===== config.mk =====
export PLATFORM = sky130hd
export DESIGN_NAME = i2s_tx_controller
export DESIGN_NICKNAME = d
export VERILOG_FILES = /design/src/rtl/i2s_ctrl_pkg.sv /design/src/rtl/i2s_tx_controller_sclk_divider.sv /design/src/rtl/i2s_tx_controller.sv
export SDC_FILE = /design/constraint.sdc
export NUM_CORES = 1
export LEC_CHECK = 0
export ABC_CLOCK_PERIOD_IN_PS = 4100
export CORE_UTILIZATION = 35
export DETAILED_ROUTE_END_ITERATION = 16
export GPL_ROUTABILITY_DRIVEN = 0
export SLEW_MARGIN = 10
export SYNTH_ARGS = -nofsm -noshare
export SYNTH_HDL_FRONTEND = slang
export SYNTH_SLANG_ARGS = --single-unit

===== constraint.sdc =====
create_clock -name clk -period 4.1 [get_ports clk]
set_input_delay 1.025 -clock clk [delete_from_list [all_inputs] [get_ports clk]]
set_output_delay 1.025 -clock clk [all_outputs]
set_load 0.02 [all_outputs]

===== src/rtl/i2s_ctrl_pkg.sv =====
`default_nettype none
// ============================================================================
//  Module      : i2s_ctrl_pkg
//  Description : Shared types for the I2S transmit controller: controller
//                states, slot-width encoding and slot-width helpers.
//  Revision    : 1.0 - initial release
// ============================================================================
package i2s_ctrl_pkg;

  typedef enum logic [1:0] {
    IDLE = 2'd0,
    RUN  = 2'd1,
    STOP = 2'd2
  } i2s_state_e;

  typedef enum logic [1:0] {
    WLEN_8  = 2'd0,
    WLEN_16 = 2'd1,
    WLEN_24 = 2'd2,
    WLEN_32 = 2'd3
  } i2s_wlen_e;

  localparam int unsigned c_BIT_CNT_W = 6;

  // Slot width in bits for a word-length code
  function automatic logic [c_BIT_CNT_W-1:0] wlen_bits(input i2s_wlen_e len);
    case (len)
      WLEN_8:  return 6'd8;
      WLEN_16: return 6'd16;
      WLEN_24: return 6'd24;
      default: return 6'd32;
    endcase
  endfunction

  // Index of the last bit of a frame (2W-1) for a word-length code
  function automatic logic [c_BIT_CNT_W-1:0] frame_last(input i2s_wlen_e len);
    case (len)
      WLEN_8:  return 6'd15;
      WLEN_16: return 6'd31;
      WLEN_24: return 6'd47;
      default: return 6'd63;
    endcase
  endfunction

endpackage
`default_nettype wire


===== src/rtl/i2s_tx_controller_sclk_divider.sv =====
`default_nettype none
// ============================================================================
//  Module      : i2s_sclk_divider
//  Description : Serial clock generator. Toggles sclk every i_div+1 clk
//                cycles while enabled and flags the clk edges that drive
//                sclk high (rise) and low (fall). Disabled -> sclk held 0.
//  Revision    : 1.0 - initial release
// ============================================================================
module i2s_sclk_divider #(
  parameter int DIV_WIDTH = 8
) (
  input  logic                 clk,
  input  logic                 rst,
  input  logic                 i_en,
  input  logic [DIV_WIDTH-1:0] i_div,
  output logic                 o_sclk,
  output logic                 o_rise,
  output logic                 o_fall
);

  logic [DIV_WIDTH-1:0] r_cnt;
  logic                 r_sclk;
  logic                 w_tick;

  assign w_tick = i_en && (r_cnt == i_div);
  assign o_rise = w_tick && !r_sclk;
  assign o_fall = w_tick && r_sclk;
  assign o_sclk = r_sclk;

  // Half-period counter and sclk level; idle state is sclk low, counter zero
  always_ff @(posedge clk or negedge rst) begin
    if (!rst) begin
      r_cnt  <= '0;
      r_sclk <= 1'b0;
    end else if (!i_en) begin
      r_cnt  <= '0;
      r_sclk <= 1'b0;
    end else if (w_tick) begin
      r_cnt  <= '0;
      r_sclk <= ~r_sclk;
    end else begin
      r_cnt  <= r_cnt + 1'b1;
    end
  end

endmodule
`default_nettype wire


===== src/rtl/i2s_tx_controller.sv =====
`default_nettype none
// ============================================================================
//  Module      : i2s_tx_controller
//  Description : I2S stereo transmitter with a one-pair holding buffer.
//                Frames are 2W sclk periods, left slot first, MSB-first with
//                the standard one-bit ws delay. Empty buffer at a frame
//                start sends a zero frame and pulses underrun.
//                Optional macro I2S_TX_UNDERRUN_CNT_EN adds a saturating
//                16-bit underrun_count output.
//  Revision    : 1.0 - initial release
// ============================================================================
module i2s_tx_controller
  import i2s_ctrl_pkg::*;
#(
  parameter int DATA_WIDTH = 32,
  parameter int DIV_WIDTH  = 8
) (
  input  logic                  clk,
  input  logic                  rst,
  input  logic                  cfg_enable,
  input  logic [DIV_WIDTH-1:0]  cfg_clk_div,
  input  logic [1:0]            cfg_word_len,
  input  logic [DATA_WIDTH-1:0] sample_left,
  input  logic [DATA_WIDTH-1:0] sample_right,
  input  logic                  sample_valid,
  output logic                  sample_ready,
  output logic                  sclk,
  output logic                  ws,
  output logic                  sd,
  output logic                  busy,
  output logic                  underrun
`ifdef I2S_TX_UNDERRUN_CNT_EN
  ,
  output logic [15:0]           underrun_count
`endif
);

  i2s_state_e              r_state;
  i2s_state_e              w_state_nxt;
  logic                    r_full;
  logic [DATA_WIDTH-1:0]   r_buf_l;
  logic [DATA_WIDTH-1:0]   r_buf_r;
  logic [DIV_WIDTH-1:0]    r_div;
  i2s_wlen_e               r_len;
  logic [c_BIT_CNT_W-1:0]  r_bit;
  logic [DATA_WIDTH-1:0]   r_sh_l;
  logic [DATA_WIDTH-1:0]   r_sh_r;
  logic                    r_sd;
  logic                    r_ws;
  logic                    r_underrun;

  logic                    w_run;
  logic                    w_fall;
  logic                    w_rise_unused;
  logic                    w_start;
  logic                    w_frame_end;
  logic                    w_load;
  logic                    w_stop_done;
  logic [c_BIT_CNT_W-1:0]  w_wbits;
  logic [c_BIT_CNT_W-1:0]  w_last;
  logic [c_BIT_CNT_W-1:0]  w_ws_hi;
  logic [c_BIT_CNT_W-1:0]  w_bit_nxt;
  logic [DATA_WIDTH-1:0]   w_load_l;
  logic [DATA_WIDTH-1:0]   w_load_r;

  // sclk only runs outside IDLE; every line change happens on a fall, so the
  // rise strobe is not needed here
  assign w_run = (r_state != IDLE);

  i2s_sclk_divider #(
    .DIV_WIDTH (DIV_WIDTH)
  ) u_sclk_div (
    .clk    (clk),
    .rst    (rst),
    .i_en   (w_run),
    .i_div  (r_div),
    .o_sclk (sclk),
    .o_rise (w_rise_unused),
    .o_fall (w_fall)
  );

  // r_bit is the frame bit currently on the line; 2W-1 is the right LSB
  assign w_wbits     = wlen_bits(r_len);
  assign w_last      = frame_last(r_len);
  assign w_ws_hi     = w_wbits - 6'd1;
  assign w_bit_nxt   = (r_bit == w_last) ? 6'd0 : r_bit + 6'd1;
  assign w_start     = (r_state == IDLE) && cfg_enable && r_full;
  assign w_frame_end = w_fall && (r_bit == w_last);
  assign w_load      = w_frame_end && (r_state == RUN);
  assign w_stop_done = w_frame_end && (r_state == STOP);
  assign w_load_l    = r_full ? r_buf_l : '0;
  assign w_load_r    = r_full ? r_buf_r : '0;

  // State register
  always_ff @(posedge clk or negedge rst) begin
    if (!rst) r_state <= IDLE;
    else      r_state <= w_state_nxt;
  end

  // Next-state logic; STOP always drains the current frame before IDLE
  always_comb begin
    w_state_nxt = r_state;
    case (r_state)
      IDLE:    if (cfg_enable && r_full) w_state_nxt = RUN;
      RUN:     if (!cfg_enable)          w_state_nxt = STOP;
      STOP:    if (w_frame_end)          w_state_nxt = IDLE;
      default: w_state_nxt = IDLE;
    endcase
  end

  // Holding buffer: capture when empty, drain at a frame load point
  always_ff @(posedge clk or negedge rst) begin
    if (!rst) begin
      r_full  <= 1'b0;
      r_buf_l <= '0;
      r_buf_r <= '0;
    end else if (sample_valid && !r_full) begin
      r_full  <= 1'b1;
      r_buf_l <= sample_left;
      r_buf_r <= sample_right;
    end else if (w_load) begin
      r_full  <= 1'b0;
    end
  end

  // Link configuration is frozen for the whole run
  always_ff @(posedge clk or negedge rst) begin
    if (!rst) begin
      r_div <= '0;
      r_len <= WLEN_8;
    end else if (w_start) begin
      r_div <= cfg_clk_div;
      r_len <= i2s_wlen_e'(cfg_word_len);
    end
  end

  // Serializer: the start edge acts as the previous frame's right LSB so ws
  // drops one sclk period before the first left MSB
  always_ff @(posedge clk or negedge rst) begin
    if (!rst) begin
      r_bit      <= '0;
      r_sh_l     <= '0;
      r_sh_r     <= '0;
      r_sd       <= 1'b0;
      r_ws       <= 1'b1;
      r_underrun <= 1'b0;
    end else begin
      r_underrun <= 1'b0;
      if (w_start) begin
        r_bit <= frame_last(i2s_wlen_e'(cfg_word_len));
        r_ws  <= 1'b0;
        r_sd  <= 1'b0;
      end else if (w_stop_done) begin
        r_bit <= '0;
        r_ws  <= 1'b1;
        r_sd  <= 1'b0;
      end else if (w_fall) begin
        r_bit <= w_bit_nxt;
        r_ws  <= (w_bit_nxt >= w_ws_hi) && (w_bit_nxt != w_last);
        if (w_load) begin
          r_sd       <= w_load_l[DATA_WIDTH-1];
          r_sh_l     <= w_load_l << 1;
          r_sh_r     <= w_load_r;
          r_underrun <= !r_full;
        end else if (w_bit_nxt < w_wbits) begin
          r_sd   <= r_sh_l[DATA_WIDTH-1];
          r_sh_l <= r_sh_l << 1;
        end else begin
          r_sd   <= r_sh_r[DATA_WIDTH-1];
          r_sh_r <= r_sh_r << 1;
        end
      end
    end
  end

  assign sd           = r_sd;
  assign ws           = r_ws;
  assign busy         = w_run;
  assign underrun     = r_underrun;
  assign sample_ready = !r_full;

`ifdef I2S_TX_UNDERRUN_CNT_EN
  logic [15:0] r_und_cnt;

  // Saturating count of starved frames
  always_ff @(posedge clk or negedge rst) begin
    if (!rst)                                   r_und_cnt <= '0;
    else if (r_underrun && (r_und_cnt != 16'hFFFF)) r_und_cnt <= r_und_cnt + 16'd1;
  end

  assign underrun_count = r_und_cnt;
`endif

endmodule
`default_nettype wire


### Word level (Yosys, flattened, before mapping)

Cells that the tools add are included.

| word-level totals | value |
|---|---|
| flip-flop bits (word level) | 159 |
| bits in latches | 0 |
| memory bits (writable) | 0 |
| ROM bits | 0 |
| input port bits | 78 |
| output and inout bits | 6 |
| word-level logic and storage cells | 92 |
| memories kept | 0 |

| operators by class | value |
|---|---|
| add/subtract/negate cells | 3 |
| multipliers | 0 |
| divide/modulo/power cells | 0 |
| order comparisons | 2 |
| equality and inequality tests | 14 |
| shifts and indexed selects | 0 |
| muxes and demuxes | 35 |
| bitwise gates (word level) | 3 |
| reduce and logical (&&, ||, !) cells | 21 |

Operators with widths:

| kind | number |
|---|---|
| 32-bit two-way mux | 6 |
| 6-bit one-hot mux with 3 select lines | 3 |
| 6-bit two-way mux | 4 |
| 1-bit two-way mux | 16 |
| 8-bit two-way mux | 2 |
| 1-bit logical AND | 10 |
| 8-bit by 1-bit adder with 8-bit output (second input constant) | 1 |
| 8-bit == test | 1 |
| 2-bit != test (second input constant) | 4 |
| 4-bit AND reduction | 2 |
| 6-bit by 1-bit adder with 6-bit output (second input constant) | 1 |
| 2-bit by 1-bit == test with 1-bit output (second input constant) | 3 |
| 2-bit == test (second input constant) | 3 |
| 6-bit == test | 1 |
| 6-bit >= comparator | 1 |
| 2-bit logical NOT | 3 |
| 6-bit < comparator | 1 |
| 2-bit two-way mux | 3 |
| 6-bit != test | 1 |
| 2-bit one-hot mux with 3 select lines | 1 |
| 2-bit nonzero test | 3 |
| 6-bit by 1-bit subtractor with 6-bit output (second input constant) | 1 |
| 1-bit NOT | 3 |
| 3-bit AND reduction | 1 |
| other kinds (3) | 3 |

### Depth between registers and ports, before layout

Gate-level depths: netlist (run 1).

| logic depth | value |
|---|---|
| word-level depth | 10 |
| gate-level depth with buffers | 15 |
| gate-level depth less buffers | 14 |

### By module

Synthesis (run 1) repeated with hierarchy kept, for this count alone.

| unflattened totals | value |
|---|---|
| cell total of the unflattened synthesis | 702 |
| area total of the unflattened synthesis | 7325.8 sq um |

By module, submodules not included:

| module | times used | cells each | area an instance (sq um) | seq. area each (sq um) |
|---|---|---|---|---|
| i2s_tx_controller | 1 | 653 | 6832.8 | 3729.8 |
| i2s_sclk_divider | 1 | 49 | 493.0 | 225.2 |

### Least setup slack after synthesis (run 1)

Ideal clock, no wire load.

| timing path | value |
|---|---|
| path kind | register -> register |
| from | reg r_len[0] |
| to | reg r_sh_r[11] |
| library setup time | 125 ps |
| arrival time | 3285 ps |
| data required time | 3975 ps |
| path slack | 690 ps |
| stages on the path, launching flop included | 13 |
| path buffers | 1 |
| period minus slack after synthesis | 3410 ps |
| cell sequence | dfrtp_1 > ha_1 > or3_4 > or2_1 > a21oi_1 > nor2_1 > ha_1 > nand2_1 > o31a_1 > a21o_1 > a21oi_2 > buf_2 > mux2_2 |

| between the ends | value |
|---|---|
| cells in the longest elaborated chain, start to end | 7 |
| elaborated cells on any way between the ends | 15 |
| classes of those cells | order compare: 1; eq/ne: 4; mux: 4; bitwise: 1; reduce/logical: 5 |

RTL lines:

| item | RTL line | text |
|---|---|---|
| start: declaration | i2s_tx_controller.sv:44 | `i2s_wlen_e r_len;` |
| start signal: assignment | i2s_tx_controller.sv:133 | `r_len <= i2s_wlen_e'(cfg_word_len);` |
| 2-bit == test, or another cell as far along | i2s_ctrl_pkg.sv:27, i2s_ctrl_pkg.sv:37 |  |
| 6-bit one-hot mux with 3 select lines | i2s_ctrl_pkg.sv:37 | `case (len)` |
| 6-bit == test | i2s_tx_controller.sv:86, i2s_tx_controller.sv:88 |  |
| 6-bit two-way mux or 1-bit logical AND (tied branches) | i2s_tx_controller.sv:86, i2s_tx_controller.sv:88 |  |
| 6-bit < comparator, or another cell as far along | i2s_tx_controller.sv:165 | `end else if (w_bit_nxt < w_wbits) begin` |
| 2-bit != test (no line) or 1-bit NOT (tied branches) | -- |  |
| 4-bit AND reduction (no line) | -- |  |
| end signal: assignment | i2s_tx_controller.sv:163 | `r_sh_r <= w_load_r;` |
| end signal: assignment | i2s_tx_controller.sv:170 | `r_sh_r <= r_sh_r << 1;` |
| end: declaration | i2s_tx_controller.sv:47 | `logic [DATA_WIDTH-1:0] r_sh_r;` |

Parallel ways exist; a longest one is shown, timed or not.
A chain may end at the register's enable or synchronous reset.

### Final worst setup path (run 1)

| timing path | value |
|---|---|
| from | reg r_len[0] |
| to | reg r_sh_l[14] |

| between the ends | value |
|---|---|
| cells in the longest elaborated chain, start to end | 7 |
| elaborated cells on any way between the ends | 15 |
| classes of those cells | order compare: 1; eq/ne: 3; mux: 4; bitwise: 1; reduce/logical: 6 |

RTL lines:

| item | RTL line | text |
|---|---|---|
| 2-bit == test, or another cell as far along | i2s_ctrl_pkg.sv:27, i2s_ctrl_pkg.sv:37 |  |
| 6-bit one-hot mux with 3 select lines | i2s_ctrl_pkg.sv:37 |  |
| 6-bit == test | i2s_tx_controller.sv:86, i2s_tx_controller.sv:88 |  |
| 6-bit two-way mux or 1-bit logical AND (tied branches) | i2s_tx_controller.sv:86, i2s_tx_controller.sv:88 |  |
| 6-bit < comparator, or another cell as far along | i2s_tx_controller.sv:165 |  |
| 2-bit nonzero test (no line) or 1-bit NOT (tied branches) | -- |  |
| 4-bit AND reduction (no line) | -- |  |
| end signal: assignment | i2s_tx_controller.sv:162 | `r_sh_l <= w_load_l << 1;` |
| end signal: assignment | i2s_tx_controller.sv:167 | `r_sh_l <= r_sh_l << 1;` |
| end: declaration | i2s_tx_controller.sv:46 | `logic [DATA_WIDTH-1:0] r_sh_l;` |

Parallel ways exist; a longest one is shown, timed or not.

==> results of run 1 <==
[metrics by stage]
stage	hold WS (ns)	cell area, µm²
final	0.499	9250
after detailed placement	0.488	8720
after CTS	0.503	9250
after global routing	0.522	9250
after global placement	0.479	8720
after floorplan	0.467	7580
[power by group through the flow]
stage | clock network, mW | registers (mW) | logic (mW)
floorplan | 0 | 1.83 | 0.769
global placement | 0 | 1.88 | 1.09
detailed placement | 0 | 1.89 | 1.12
CTS | 1.48 | 1.86 | 1.13
global route | 1.55 | 1.88 | 1.26
finish | 1.43 | 1.86 | 1.12
[worst min-delay path, cell delays in order, from the launching register on]
cell and delay (ns):
dfstp_2 0.37, inv_1 0.05, a221oi_1 0.07
[metal layers]
metal  up-vias  global-route usage, %  wire (µm)
li1       2424                      -          -
met5         -                      0          0
met2       120                   24.8       7960
met1      2570                   20.8       7360
met4         0                   5.15         89
met3         8                   3.82        727
[synth_stat cells, types with 11 or more instances]
| cell type | n | area [µm²] |
|---|---|---|
| nand2_1 | 66 | 248 |
| dfrtp_1 | 157 | 3930 |
| clkbuf_1 | 27 | 101 |
| nand3_1 | 13 | 65.1 |
| mux2_2 | 96 | 1080 |
| xnor2_1 | 12 | 105 |
| a31oi_1 | 30 | 188 |
| nor2_1 | 23 | 86.3 |
| mux2i_1 | 63 | 631 |
| o31a_1 | 30 | 263 |
| ha_1 | 11 | 138 |
| inv_1 | 44 | 165 |
[layout make-up]
class | count | area share (%)
Clock inverter | 12 | 0.920
Multi-Input combinational cell | 408 | 35.5
Tap cell | 275 | 3.72
Clock buffer | 20 | 4.83
Timing Repair Buffer | 93 | 10.5
Inverter | 44 | 1.79
Sequential cell | 158 | 42.8
[cell families after synthesis]
| group | count (synthesis) |
|---|---|
| muxes | 159 |
| AOI/OAI and AO/OA | 96 |
| buffers and inverters | 87 |
| xor gates and xnor gates | 22 |
| and+or+nand+nor | 120 |
| DFF | 158 |
| adders and majority gates | 11 |
[how the worst max path moves through the flow]
stage / from / to
after floorplan: r_len[0]$_DFFE_PN0P_ / r_sh_r[11]$_DFFE_PN0P_
after CTS: r_len[0]$_DFFE_PN0P_ / r_sh_l[14]$_DFFE_PN0P_
final: r_len[0]$_DFFE_PN0P_ / r_sh_l[14]$_DFFE_PN0P_
after detailed placement: r_len[0]$_DFFE_PN0P_ / r_sh_l[14]$_DFFE_PN0P_
after global routing: r_len[0]$_DFFE_PN0P_ / r_sh_l[14]$_DFFE_PN0P_
after global placement: r_len[0]$_DFFE_PN0P_ / r_sh_l[10]$_DFFE_PN0P_
[state kept, by name, indices dropped and copies added, names as in the netlist]
| name | flops |
|---|---|
| r_bit | 6 |
| r_sh_r | 32 |
| r_state | 2 |
| r_full | 1 |
| sd | 1 |
| u_sclk_div.r_cnt | 8 |
| r_buf_l | 32 |
| u_sclk_div.o_sclk | 1 |
| r_buf_r | 32 |
| ws | 1 |
| r_div | 8 |
| r_len | 2 |
| underrun | 1 |
| r_sh_l | 31 |
[cells in the final DEF (no fill, tap or decap), types with 2 or more instances in the layout]
master | netlist | final
dfrtp_1 | 157 | 156
mux2_2 | 96 | 96
o21ai_0 | 9 | 9
a21oi_4 | 0 | 2
nor2_1 | 23 | 23
ha_1 | 11 | 11
nor4_1 | 2 | 2
buf_12 | 0 | 5
a211oi_1 | 2 | 2
nand3_1 | 13 | 13
o31a_1 | 30 | 30
buf_4 | 4 | 5
clkinv_4 | 0 | 2
xnor2_1 | 12 | 12
nand2_1 | 66 | 66
clkdlybuf4s50_1 | 0 | 82
inv_1 | 44 | 44
mux2i_1 | 63 | 63
a21o_1 | 3 | 3
o211ai_1 | 2 | 2
clkbuf_1 | 27 | 2
a21oi_1 | 9 | 8
a31oi_1 | 30 | 30
nor3_1 | 2 | 2
inv_6 | 0 | 4
o31ai_1 | 2 | 2
clkbuf_16 | 0 | 17
xor2_1 | 10 | 10
nand4_1 | 2 | 2
o21ai_1 | 2 | 2
clkinv_2 | 0 | 5
and3_1 | 4 | 4
==> run metrics, run 1 <==
run status completed; Net Sw Frac 33.0%; logic depth of the worst path, buffers included 12; cell-by-cell trace of the critical path ha_1 -> or3_4 -> or2_1 -> a21oi_1 -> nor2_1 -> ha_1 -> a21oi_1 -> o31a_1 -> o21ai_0 -> a21oi_4 -> buf_12 -> mux2_2; Starting Density 35.8%; end-of-flow core utilization 43.7%; largest incremental delay on the critical path 0.44 ns; number of global-route vias before repair 5408; vias per cell 5.07; prevailing post-synth register cell dfrtp_1; critical path launch point type flop; number of placed I/O pins 84; relative contribution of the clock network to total power 32.4%; final hold viol count 0; placeable core region 0.0212 mm²; gate count after technology mapping 653; worst-path maximum fanout 31; TNS Setup 0 ns; adder-cell share of the synthesized area 1.82%; share of cell area taken by muxes after synthesis 22.6%; Avg Synthesized Cell Area 11.6 µm²; number of buffers inserted by hold repair at cts 0; setup slack on the worst flop-to-flop path 0.33 ns; hold crit path type reg -> reg; unrepaired setup endpoints after global routing no; CP endpoint kind flop; worst IR drop on VDD 0.000316 V; overall fraction of global-route tracks in use 15.6%; remaining global-route overflow 0; data arrival at the endpoint of the critical path 4.07 ns; total of fill cells in the finished design 1918; post-synthesis compound-gate area fraction 8.96%; startpoint of the worst hold path ws$_DFFE_PN1P_; fraction of layout cells with a size suffix above 1 20.0%; detailed-route wire length per cell 16.0 µm; number of clock buffers inserted by TritonCTS 17; xor and xnor area share after synthesis 2.54%; count of placed standard cells including taps 978; final critical-path setup slack 0.328 ns; critical register-to-register path endpoint r_sh_l[14]$_DFFE_PN0P_; area of combinational cells with multiple inputs 0.00328 mm²; number of nets with antenna violations after detailed routing 0; required time at the worst-slack endpoint 4.40 ns; post-synthesis register bit count 158; count of flip-flops with a built-in enable after synthesis 0; TritonCTS clock tree built; Top delay family on crit path compound AO/OA/AOI/OAI gates; Max Clk Rate 265 MHz; synthesized-area fraction occupied by and/or/nand/nor cells 6.93%; number of diodes added for antenna fixing 0; main combinational cell family by area after synthesis multiplexers; number of nets in the finished design 811; die outline height 149 µm; row count 53; leakage 3.96 nW; number of setup violations in the final report 0; transition time at the pin with the least slew margin 0.920 ns; combinational share of power 25.5%; clk buf depth 2; Finished Layout Cells 1010; cell with the largest stage delay on the worst path a21oi_1; area of the die 0.0222 mm²; net switching power 1.46 mW; buffers plus inverters on the worst setup path 1; power density cells 477 mW/mm²; Post-DP HPWL 10.2 mm; buffers inserted by post-CTS timing repair 0; clock-pin slew on the worst setup and hold paths 0.06 ns; number of clock sinks 158; number of gates resized after CTS 0; vias after detailed routing 5122; endpoint of the worst hold path ws$_DFFE_PN1P_; buffers added on ports 83; slew margin rel. 38.2%; global-route wire length before repair 27.1 mm; Final Total Pwr 4.41 mW; reported max-cap violation count 0; Int Pwr 2.96 mW; number of violations reported at the end of detailed-routing iteration 0 273; start of the worst register-to-register path r_len[0]$_DFFE_PN0P_; Synth Net Count 742; post-route clock skew 0.00939 ns; length in cells of the worst reg-to-reg path 12; insertion delay of the later-clocked pin in the worst-skew pair 0.42 ns; category of the critical setup timing path reg -> reg; first drt pass iteration count 4; area taken by flip-flops and latches 0.00396 mm²; number of cells on the worst hold path 2; number of remaining DRC errors 0; initial antenna violation count 0; area of the mapped netlist 0.00758 mm²; Place WS 0.352 ns; final clock period utilization by the worst path 92.0%; synth unique cells 44; sequential power share 42.1%; H-tree levels 4; async set-reset flop share out of synthesis 100%; clock tree root buffer cell clkbuf_16; total number of yosys warnings 0; sequential fraction of the synthesis area 52.2%; post-layout min period 3.77 ns; die width 149 µm; Final Max Tran Viols 0; post-synthesis to final-layout area growth 22.0%; total wirelength of the detailed-routed design 16.1 mm; largest net degree at the start of global routing 75
No activity file was read; power rests on OpenSTA's default activity.
==> run 2, diff against run 1 <==
CORE_MARGIN = 4   (was not set)
CORE_UTILIZATION = 57   (was 35)
PLACE_DENSITY = 0.81   (was not set)
==> run 2 against run 1 <==
Net effect: worst hold slack better by 0.0022 ns; highest routed layer unchanged; via count is 1.4% higher; maximum frequency is 1.6% lower; critical path type unchanged; critical path depth stayed put; flip-flop and latch count stayed put; setup slack worse by 0.063 ns; non-clock buffer count is 1 higher; register-to-register slack worse by 0.06 ns.
==> run metrics, run 2 (synthesis results as in run 1) <==
buffers added on ports 83 (unchanged); biggest registers after layout r_buf_l x32, r_buf_r x32, r_sh_r x32; Max Clk Rate 261 MHz (-1.6%); TNS Setup 0 ns (unchanged); number of violations reported at the end of detailed-routing iteration 0 446 (+63%); largest net degree at the start of global routing 83 (+11%); power density cells 495 mW/mm² (+3.7%); total of fill cells in the finished design 921 (-52%); insertion delay of the later-clocked pin in the worst-skew pair 0.43 ns (about the same); fraction of layout cells with a size suffix above 1 19.4% (-0.57 points); Post-DP HPWL 10.2 mm (about the same); number of clock sinks 158 (unchanged); critical path launch point type flop; number of nets with antenna violations after detailed routing 0 (unchanged); Final Max Tran Viols 0 (unchanged); category of the critical setup timing path reg -> reg; buffers inserted by post-CTS timing repair 0 (unchanged); number of gates resized after CTS 0 (unchanged); leakage 3.97 nW (+0.38%); post-layout min period 3.83 ns (+0.0625 ns); post-route clock skew 0.00865 ns (-0.000739 ns); unrepaired setup endpoints after global routing no; run status completed; worst-path maximum fanout 31 (unchanged); most common cell after layout, fill and taps aside dfrtp_1; overall fraction of global-route tracks in use 22.3% (+6.7 points); slew margin rel. 50.5% (+12 points); clock-pin slew on the worst setup and hold paths 0.06 ns (about the same); worst IR drop on VDD 0.000295 V (-6.8%); H-tree levels 4 (unchanged); number of clock buffers inserted by TritonCTS 17 (unchanged); clk buf depth 2 (unchanged); Final Total Pwr 4.53 mW (+2.5%); hold crit path type reg -> reg; required time at the worst-slack endpoint 4.41 ns (about the same); worst hold slack 0.501 ns (+0.00223 ns); initial antenna violation count 0 (unchanged); TritonCTS clock tree built; largest incremental delay on the critical path 0.43 ns (about the same); placeable core region 0.0128 mm² (-39%); total wirelength of the detailed-routed design 15.7 mm (-2.7%); end-of-flow core utilization 71.3% (+28 points); post-synthesis to final-layout area growth 20.7%; vias per cell 5.72 (+13%); number of placed I/O pins 84 (unchanged); data arrival at the endpoint of the critical path 4.14 ns (+0.07 ns); remaining global-route overflow 0 (unchanged); final clock period utilization by the worst path 93.5% (+1.5 points); reported max-cap violation count 0 (unchanged); number of setup violations in the final report 0 (unchanged); CP endpoint kind flop; number of remaining DRC errors 0 (unchanged); number of nets in the finished design 812 (+0.12%); detailed-route wire length per cell 17.3 µm (+8.2%); cell with the largest stage delay on the worst path or3_4; number of diodes added for antenna fixing 0 (unchanged); die width 123 µm (-17%); number of buffers inserted by hold repair at cts 0 (unchanged); die outline height 123 µm (-17%); area of the die 0.0152 mm² (-32%); top library cells by usage in the layout, fill and taps aside dfrtp_1, mux2_2, clkdlybuf4s50_1; final hold viol count 0 (unchanged); first drt pass iteration count 4 (unchanged); row count 41 (-23%); vias after detailed routing 5194 (+1.4%); Starting Density 59.1% (+23 points); number of global-route vias before repair 5523 (+2.1%); global-route wire length before repair 26.5 mm (-2.2%); clock tree root buffer cell clkbuf_16; cell-by-cell trace of the critical path ha_1 -> or3_4 -> or2_1 -> a21oi_1 -> nor2_1 -> ha_1 -> a21oi_1 -> o31a_1 -> o21ai_0 -> a21oi_4 -> buf_12 -> mux2_2; transition time at the pin with the least slew margin 0.743 ns (-0.177 ns)
## run 2: routing by layer
metal / vias to the layer above / share of wire, % / track usage (%) / wire length, µm
met3: 24 / 4.5 / 5.26 / 714
li1: 2422 / - / - / -
met5: - / 0 / 0 / 0
met2: 144 / 51 / 36.5 / 7960
met1: 2604 / 43 / 28.8 / 6710
met4: 0 / 2.0 / 8.79 / 316
## run 2: final cells by class
type	count	area, µm²	area share, %
multi-input combinational	408	3280	35.9
tap	172	215	2.35
timing repair buffer	94	965	10.5
inverter	44	165	1.81
sequential	158	3960	43.2
clock buffer	24	462	5.05
clock inverter	8	105	1.15
## run 2: worst paths after layout
| kind | from | to | slack, ns | depth (start not counted) |
|---|---|---|---|---|
| setup / recovery | r_len[0]$_DFFE_PN0P_ | r_sh_l[8]$_DFFE_PN0P_ | 0.27 | 12 |
| hold / removal | ws$_DFFE_PN1P_ | ws$_DFFE_PN1P_ | 0.50 | 2 |
| setup reg to reg | r_len[0]$_DFFE_PN0P_ | r_sh_l[8]$_DFFE_PN0P_ | 0.27 | 12 |
| hold reg to reg | ws$_DFFE_PN1P_ | ws$_DFFE_PN1P_ | 0.50 | 2 |
| max in group asynchronous | rst | r_sh_l[8]$_DFFE_PN0P_ | 2.59 | 2 |
| min in group asynchronous | rst | r_buf_r[9]$_DFFE_PN0P_ | 0.65 | 1 |
## run 2: report_power, final
group | leakage, nW | switching [mW] | total [mW] | internal [mW]
sequential | 2.05 | 0.147 | 1.86 | 1.72
combinational | 1.64 | 0.688 | 1.14 | 0.449
clock | 0.278 | 0.610 | 1.53 | 0.918
total | 3.97 | 1.44 | 4.53 | 3.08
## run 2: stage by stage
step                area (µm²)  setup WS (ns)  instances
global placement          8580          0.563        876
CTS                       9150          0.321        908
global route              9150         0.0174        908
floorplan                 7580          0.690        653
finish                    9150          0.265        908
detailed placement        8580          0.365        876
## run 2: worst max-delay path: cells and delay by family (launching register included)
kind / cells / cell delay [ns]
DFF: 1 / 0.40
AOI/OAI and AO/OA: 5 / 1.23
and+or+nand+nor: 3 / 0.87
adders and majority gates: 2 / 0.62
buffers and inverters: 1 / 0.24
muxes: 1 / 0.36
